### src/rtl/scan_pkg.sv
// Shared definitions for the pixel scan sequencer: field widths, parameter
// defaults and the sequencer state encoding.
package scan_pkg;

    localparam int ADC_W       = 12;
    localparam int X_W         = 5;
    localparam int Y_W         = 9;

    localparam int NX_DEF      = 32;
    localparam int NY_DEF      = 128;
    localparam int SETTLE_DEF  = 20;
    localparam int TIMEOUT_DEF = 255;

    typedef enum logic [2:0] {
        ST_IDLE      = 3'd0,
        ST_SETTLE    = 3'd1,
        ST_CONVERT   = 3'd2,
        ST_WAIT_DONE = 3'd3,
        ST_EMIT      = 3'd4,
        ST_ADVANCE   = 3'd5
    } state_t;

    // Bits needed to hold a down-count loaded with (max_val - 1).
    function automatic int cnt_width(input int max_val);
        return (max_val < 2) ? 1 : $clog2(max_val);
    endfunction

endpackage

### src/rtl/scan_timer.sv
// Loadable down-counter with a zero flag; shared by the settle delay and the
// ADC completion timeout.
module scan_timer #(
    parameter int W = 8
) (
    input  logic         i_clock,
    input  logic         i_reset,
    input  logic         i_load,
    input  logic [W-1:0] i_load_val,
    input  logic         i_dec,
    output logic         o_zero
);

    logic [W-1:0] r_count;

    always_ff @(posedge i_clock) begin
        if (i_reset) begin
            r_count <= '0;
        end else if (i_load) begin
            r_count <= i_load_val;
        end else if (i_dec && (r_count != '0)) begin
            r_count <= r_count - 1'b1;
        end
    end

    assign o_zero = (r_count == '0);

endmodule

### src/rtl/scan_sequencer.sv
// Raster scan sequencer: steps the deMUX address over an NX x NY frame, starts
// one ADC conversion per pixel and hands each result to the UART packer.
module scan_sequencer
    import scan_pkg::*;
#(
    parameter int NX          = NX_DEF,
    parameter int NY          = NY_DEF,
    parameter int SETTLE_CYC  = SETTLE_DEF,
    parameter int TIMEOUT_CYC = TIMEOUT_DEF
) (
    input  logic             clock,
    input  logic             reset,
    input  logic             enable,
    input  logic             adc_done,
    input  logic [ADC_W-1:0] adc_data,
    output logic [X_W-1:0]   deMUX_X,
    output logic [Y_W-1:0]   deMUX_Y,
    output logic             start_conv,
    output logic             sample_valid,
    input  logic             sample_ready,
    output logic [ADC_W-1:0] sample_data,
    output logic             frame_start,
    output logic             frame_end,
    output logic             err_timeout
);

    localparam int MAX_LOAD = (SETTLE_CYC > TIMEOUT_CYC) ? SETTLE_CYC : TIMEOUT_CYC;
    localparam int TMR_W    = cnt_width(MAX_LOAD);

    // Both delays count down to zero inclusive, hence the minus one.
    localparam logic [TMR_W-1:0] SETTLE_LD  = TMR_W'(SETTLE_CYC - 1);
    localparam logic [TMR_W-1:0] TIMEOUT_LD = TMR_W'(TIMEOUT_CYC - 1);

    state_t           r_state;
    logic [X_W-1:0]   r_x;
    logic [Y_W-1:0]   r_y;
    logic [ADC_W-1:0] r_sample_data;
    logic             r_err;

    state_t           w_state_nxt;
    logic             w_tmr_load;
    logic [TMR_W-1:0] w_tmr_val;
    logic             w_tmr_dec;
    logic             w_tmr_zero;
    logic             w_capture;
    logic             w_timeout;
    logic             w_advance;
    logic             w_last_x;
    logic             w_last_y;
    logic             w_at_origin;

    assign w_last_x    = (r_x == X_W'(NX - 1));
    assign w_last_y    = (r_y == Y_W'(NY - 1));
    assign w_at_origin = (r_x == '0) && (r_y == '0);

    scan_timer #(
        .W          (TMR_W)
    ) u_timer (
        .i_clock    (clock),
        .i_reset    (reset),
        .i_load     (w_tmr_load),
        .i_load_val (w_tmr_val),
        .i_dec      (w_tmr_dec),
        .o_zero     (w_tmr_zero)
    );

    always_comb begin
        w_state_nxt = r_state;
        w_tmr_load  = 1'b0;
        w_tmr_val   = '0;
        w_tmr_dec   = 1'b0;
        w_capture   = 1'b0;
        w_timeout   = 1'b0;
        w_advance   = 1'b0;
        case (r_state)
            ST_IDLE: begin
                if (enable && w_at_origin) begin
                    w_state_nxt = ST_SETTLE;
                    w_tmr_load  = 1'b1;
                    w_tmr_val   = SETTLE_LD;
                end
            end
            ST_SETTLE: begin
                if (w_tmr_zero) begin
                    w_state_nxt = ST_CONVERT;
                end else begin
                    w_tmr_dec   = 1'b1;
                end
            end
            ST_CONVERT: begin
                w_state_nxt = ST_WAIT_DONE;
                w_tmr_load  = 1'b1;
                w_tmr_val   = TIMEOUT_LD;
            end
            ST_WAIT_DONE: begin
                // A done pulse on the final timeout cycle still wins.
                if (adc_done) begin
                    w_capture   = 1'b1;
                    w_state_nxt = ST_EMIT;
                end else if (w_tmr_zero) begin
                    w_timeout   = 1'b1;
                    w_state_nxt = ST_EMIT;
                end else begin
                    w_tmr_dec   = 1'b1;
                end
            end
            ST_EMIT: begin
                if (sample_ready) begin
                    w_state_nxt = ST_ADVANCE;
                end
            end
            ST_ADVANCE: begin
                w_advance = 1'b1;
                if (w_last_x && w_last_y && !enable) begin
                    w_state_nxt = ST_IDLE;
                end else begin
                    w_state_nxt = ST_SETTLE;
                    w_tmr_load  = 1'b1;
                    w_tmr_val   = SETTLE_LD;
                end
            end
            default: begin
                w_state_nxt = ST_IDLE;
            end
        endcase
    end

    always_ff @(posedge clock) begin
        if (reset) begin
            r_state       <= ST_IDLE;
            r_x           <= '0;
            r_y           <= '0;
            r_sample_data <= '0;
            r_err         <= 1'b0;
        end else begin
            r_state <= w_state_nxt;
            if (w_capture) begin
                r_sample_data <= adc_data;
            end
            if (w_timeout) begin
                r_sample_data <= '1;
                r_err         <= 1'b1;
            end
            if (w_advance) begin
                if (w_last_x) begin
                    r_x <= '0;
                    r_y <= w_last_y ? '0 : r_y + 1'b1;
                end else begin
                    r_x <= r_x + 1'b1;
                end
            end
        end
    end

    assign deMUX_X      = r_x;
    assign deMUX_Y      = r_y;
    assign start_conv   = (r_state == ST_CONVERT);
    assign sample_valid = (r_state == ST_EMIT);
    assign sample_data  = r_sample_data;
    assign frame_start  = sample_valid && w_at_origin;
    assign frame_end    = sample_valid && w_last_x && w_last_y;
    assign err_timeout  = r_err;

endmodule

### config.mk
export PLATFORM = sky130hd
export DESIGN_NAME = scan_sequencer
export DESIGN_NICKNAME = d
export VERILOG_FILES = /design/src/rtl/scan_pkg.sv /design/src/rtl/scan_timer.sv /design/src/rtl/scan_sequencer.sv
export SDC_FILE = /design/constraint.sdc
export NUM_CORES = 1
export LEC_CHECK = 0
export ABC_AREA = 1
export CAP_MARGIN = 10
export CORE_MARGIN = 2
export CORE_UTILIZATION = 40
export CTS_BUF_LIST = sky130_fd_sc_hd__clkbuf_4 sky130_fd_sc_hd__clkbuf_8
export DETAILED_ROUTE_END_ITERATION = 10
export PLACE_DENSITY = 0.67
export SYNTH_ARGS = -nofsm -noshare
export SYNTH_HDL_FRONTEND = slang
export SYNTH_SLANG_ARGS = --single-unit
### constraint.sdc
create_clock -name clock -period 3.25 [get_ports clock]
set_input_delay 0.65 -clock clock [delete_from_list [all_inputs] [get_ports clock]]
set_output_delay 0.65 -clock clock [all_outputs]
set_load 0.02 [all_outputs]
==> summary.txt <==
Synthesis
  • Syn_area_per_cell: 7.96 um2
  • Asr flop ratio synth: 0
  • Mapped Cells: 248
  • Yosys cell types: 38
  • Synth warn: 0
  • Number of register bits inferred by synthesis: 38
  • Cell taking the most area after synthesis: dfxtp_1
  • Synth top area cells: dfxtp_1 (39%), nor2_1 (8.8%), o221a_2 (6.8%)
  • Post-synth EDFFs: 0
  • Mapped Area: 1970 um2
  • Yosys top cell area share: 0.386
  • Syn nets: 272
  • Register area share after synthesis: 0.386
  • Most used DFF post-synth: dfxtp_1

Floorplanning
  • I/O pins: 48
  • Die Height: 74.2 um
  • Starting density of the core: 0.415
  • Die ar.: 5510 um2
  • Die Width: 74.2 um
  • Core box area: 4750 um2
  • Row count: 25

Drt
  • Initial DRC Count: 93
  • # DRC: 0
  • Avg WL per Cell: 11.6 um
  • DRT Pass-1 Iters: 4
  • DR vias/cell: 4.75
  • Overall routed net length: 4.28 mm
  • DR vias: 1747
  • Post-route antenna net violation count: 0

Final layout
  • ANT cells: 0
  • Synthesis-to-layout area growth: 32.5%
  • Non-filler instance count after layout: 368
  • Final nets: 324
  • Fraction of layout instances using a drive strength above 1: 0.133

Worst setup path
  • CP required: 2.60 ns
  • R2R Path Start: deMUX_X[1]
  • R2R setup slack: 1.44 ns
  • Critical path peak fanout: 4
  • Worst Path Class, Setup: flop to primary output
  • R2r endpoint: deMUX_Y[7]
  • Critical path endpoint category: primary output
  • R2r worst-path depth: 11
  • Startpoint types: flop
  • Worst path arrival time: 2.23 ns

Power
  • Ratio of total power to cell area: 590 nW/um2
  • Maximum VDD drop: 249 uV
  • LEAKAGE: 1.10 nW

Min path
  • Hold_sp: err_timeout
  • HP Class: flop to flop
  • Worst hold stages: 2
  • Hold endpoint: err_timeout

CTS
  • Clk pin slew, worst setup/hold paths: 0.08 ns
  • Clk sinks: 38
  • Postcts setup bufs: 0
  • Clk root buf: clkbuf_8
  • PostCTS Resize Cnt: 0
  • CTS Buffer Depth: 2
  • Clock buffer count from CTS: 5
  • TritonCTS clock tree: yes
  • Hold-fix buffer count after cts: 0
  • Clock latency on the worst-skew pair: 0.29 ns
  • H-tree depth: 2

GRT
  • Grt ovf: 0
  • GRT Total Usage: 0.171
  • Vias in the first global route: 1679
  • Global-route wire length before repair: 7.35 mm
  • Initial antenna violation count: 0
  • Largest net degree at the start of global routing: 16

STA
  • Final setup vio count: 0
  • Slew @ Worst Pin: 0.402 ns
  • Clock skew: 0.00322 ns
  • Final period util: 0.886
  • Setup TNS Final: 0 ns
  • Slew margin rel.: 0.731
  • Fin. Hold Viols: 0
  • RSZ-0062 raised after global routing: false
  • Minimum clock period after layout: 2.88 ns
  • Final Slew Violations: 0
  • Max frequency: 0.347 GHz

Placement
  • Placed cell count: 360
  • IO buf count: 47
  • Post-detail-place hpwl: 3.26 mm
  • Global placer's final weighted congestion: 0.886

Run status
  • Run status: finished clean

Run
  • Maxcap violations: 0
flip-flops by register name (all words and copies together) (netlist names):
signal and count:
sample_data 12, deMUX_X 5, deMUX_Y 9, err_timeout 1, u_timer.r_count 8, r_state 3
layer usage:
layer / GRT usage / part of all wire / up-vias
li1: - / - / 925
met1: 0.235 / 0.49 / 786
met2: 0.262 / 0.46 / 29
met3: 0.0488 / 0.042 / 7
met4: 0.0556 / 0.014 / 0
met5: 0 / 0 / -
worst max-delay path by stage:
stage	end	cells after the start	start	slack (ns)
2_1_floorplan	frame_end	6	deMUX_X[1]	0.96
3_3_place_gp	frame_end	7	deMUX_X[1]	0.71
3_5_place_dp	frame_end	7	deMUX_X[1]	0.70
4_1_cts	frame_end	7	deMUX_X[1]	0.36
5_1_grt	frame_end	7	deMUX_X[1]	0.18
6_report	frame_end	7	deMUX_X[1]	0.37
critical path, cell delays in order, from the launching register on:
cell	delay (ns)
dfxtp_1	0.37
ha_1	0.18
inv_1	0.05
nor3_1	0.14
ha_1	0.19
inv_1	0.10
nor3_1	0.26
clkdlybuf4s50_1	0.65
cells by family after synthesis:
family,count (synthesis),synth area share
adder cells (fa/ha/maj),7,0.0444
flip-flops,38,0.386
AND/OR/NAND/NOR,118,0.297
XOR/XNOR,7,0.0311
buffers and inverters,37,0.0761
AO/OA/AOI/OAI,41,0.166
cells in the mapped netlist (3+ instances only):
cell type	count
xor2_1	4
ha_1	7
o21ai_0	5
a21oi_1	9
dfxtp_1	38
nand3_1	9
nor2_1	46
o221a_2	12
nor3_1	6
xnor2_1	3
o21bai_1	5
nor2_2	3
nor3b_1	3
nand2_1	35
nand4_1	5
inv_1	29
where the power goes:
part | internal (W) | switching (W) | total [W]
registers | 0.000530 | 0.0000634 | 0.000594
clock network | 0.000171 | 0.000172 | 0.000342
logic | 0.000247 | 0.000358 | 0.000605
layout make-up:
type / instances / area [um2]
clock buffers: 6 / 82.6
clock inverters: 2 / 12.5
fillers: 485 / 2140
inverters: 33 / 126
multi-input cells: 173 / 1060
flip-flops and latches: 38 / 761
well taps: 67 / 83.8
repair buffers: 49 / 485
through the flow:
step	cell area, um2	setup slack [ns]	utilization	hold slack [ns]	total power [W]
5_1_grt	2610	0.183	0.550	0.553	0.00166
3_3_place_gp	2520	0.709	0.530	0.459	0.00121
6_report	2610	0.371	0.550	0.486	0.00154
2_1_floorplan	1970	0.964	-	0.469	0.00106
3_5_place_dp	2520	0.705	0.530	0.469	0.00121
4_1_cts	2610	0.364	0.550	0.488	0.00156
placed cells by master, fill, tap and decap left out, types with 3 or more instances in the layout:
master and count:
clkdlybuf4s50_1 47, nor2_1 46, dfxtp_1 38, nand2_1 35, inv_1 29, o221a_2 12, nand3_1 9, a21oi_1 9
ha_1 7, nor3_1 6, clkbuf_8 6, nand4_1 5, o21bai_1 5, o21ai_0 5, xor2_1 4, nor2_2 3
xnor2_1 3, nor3b_1 3
No activity file was read; power rests on OpenSTA's default activity.
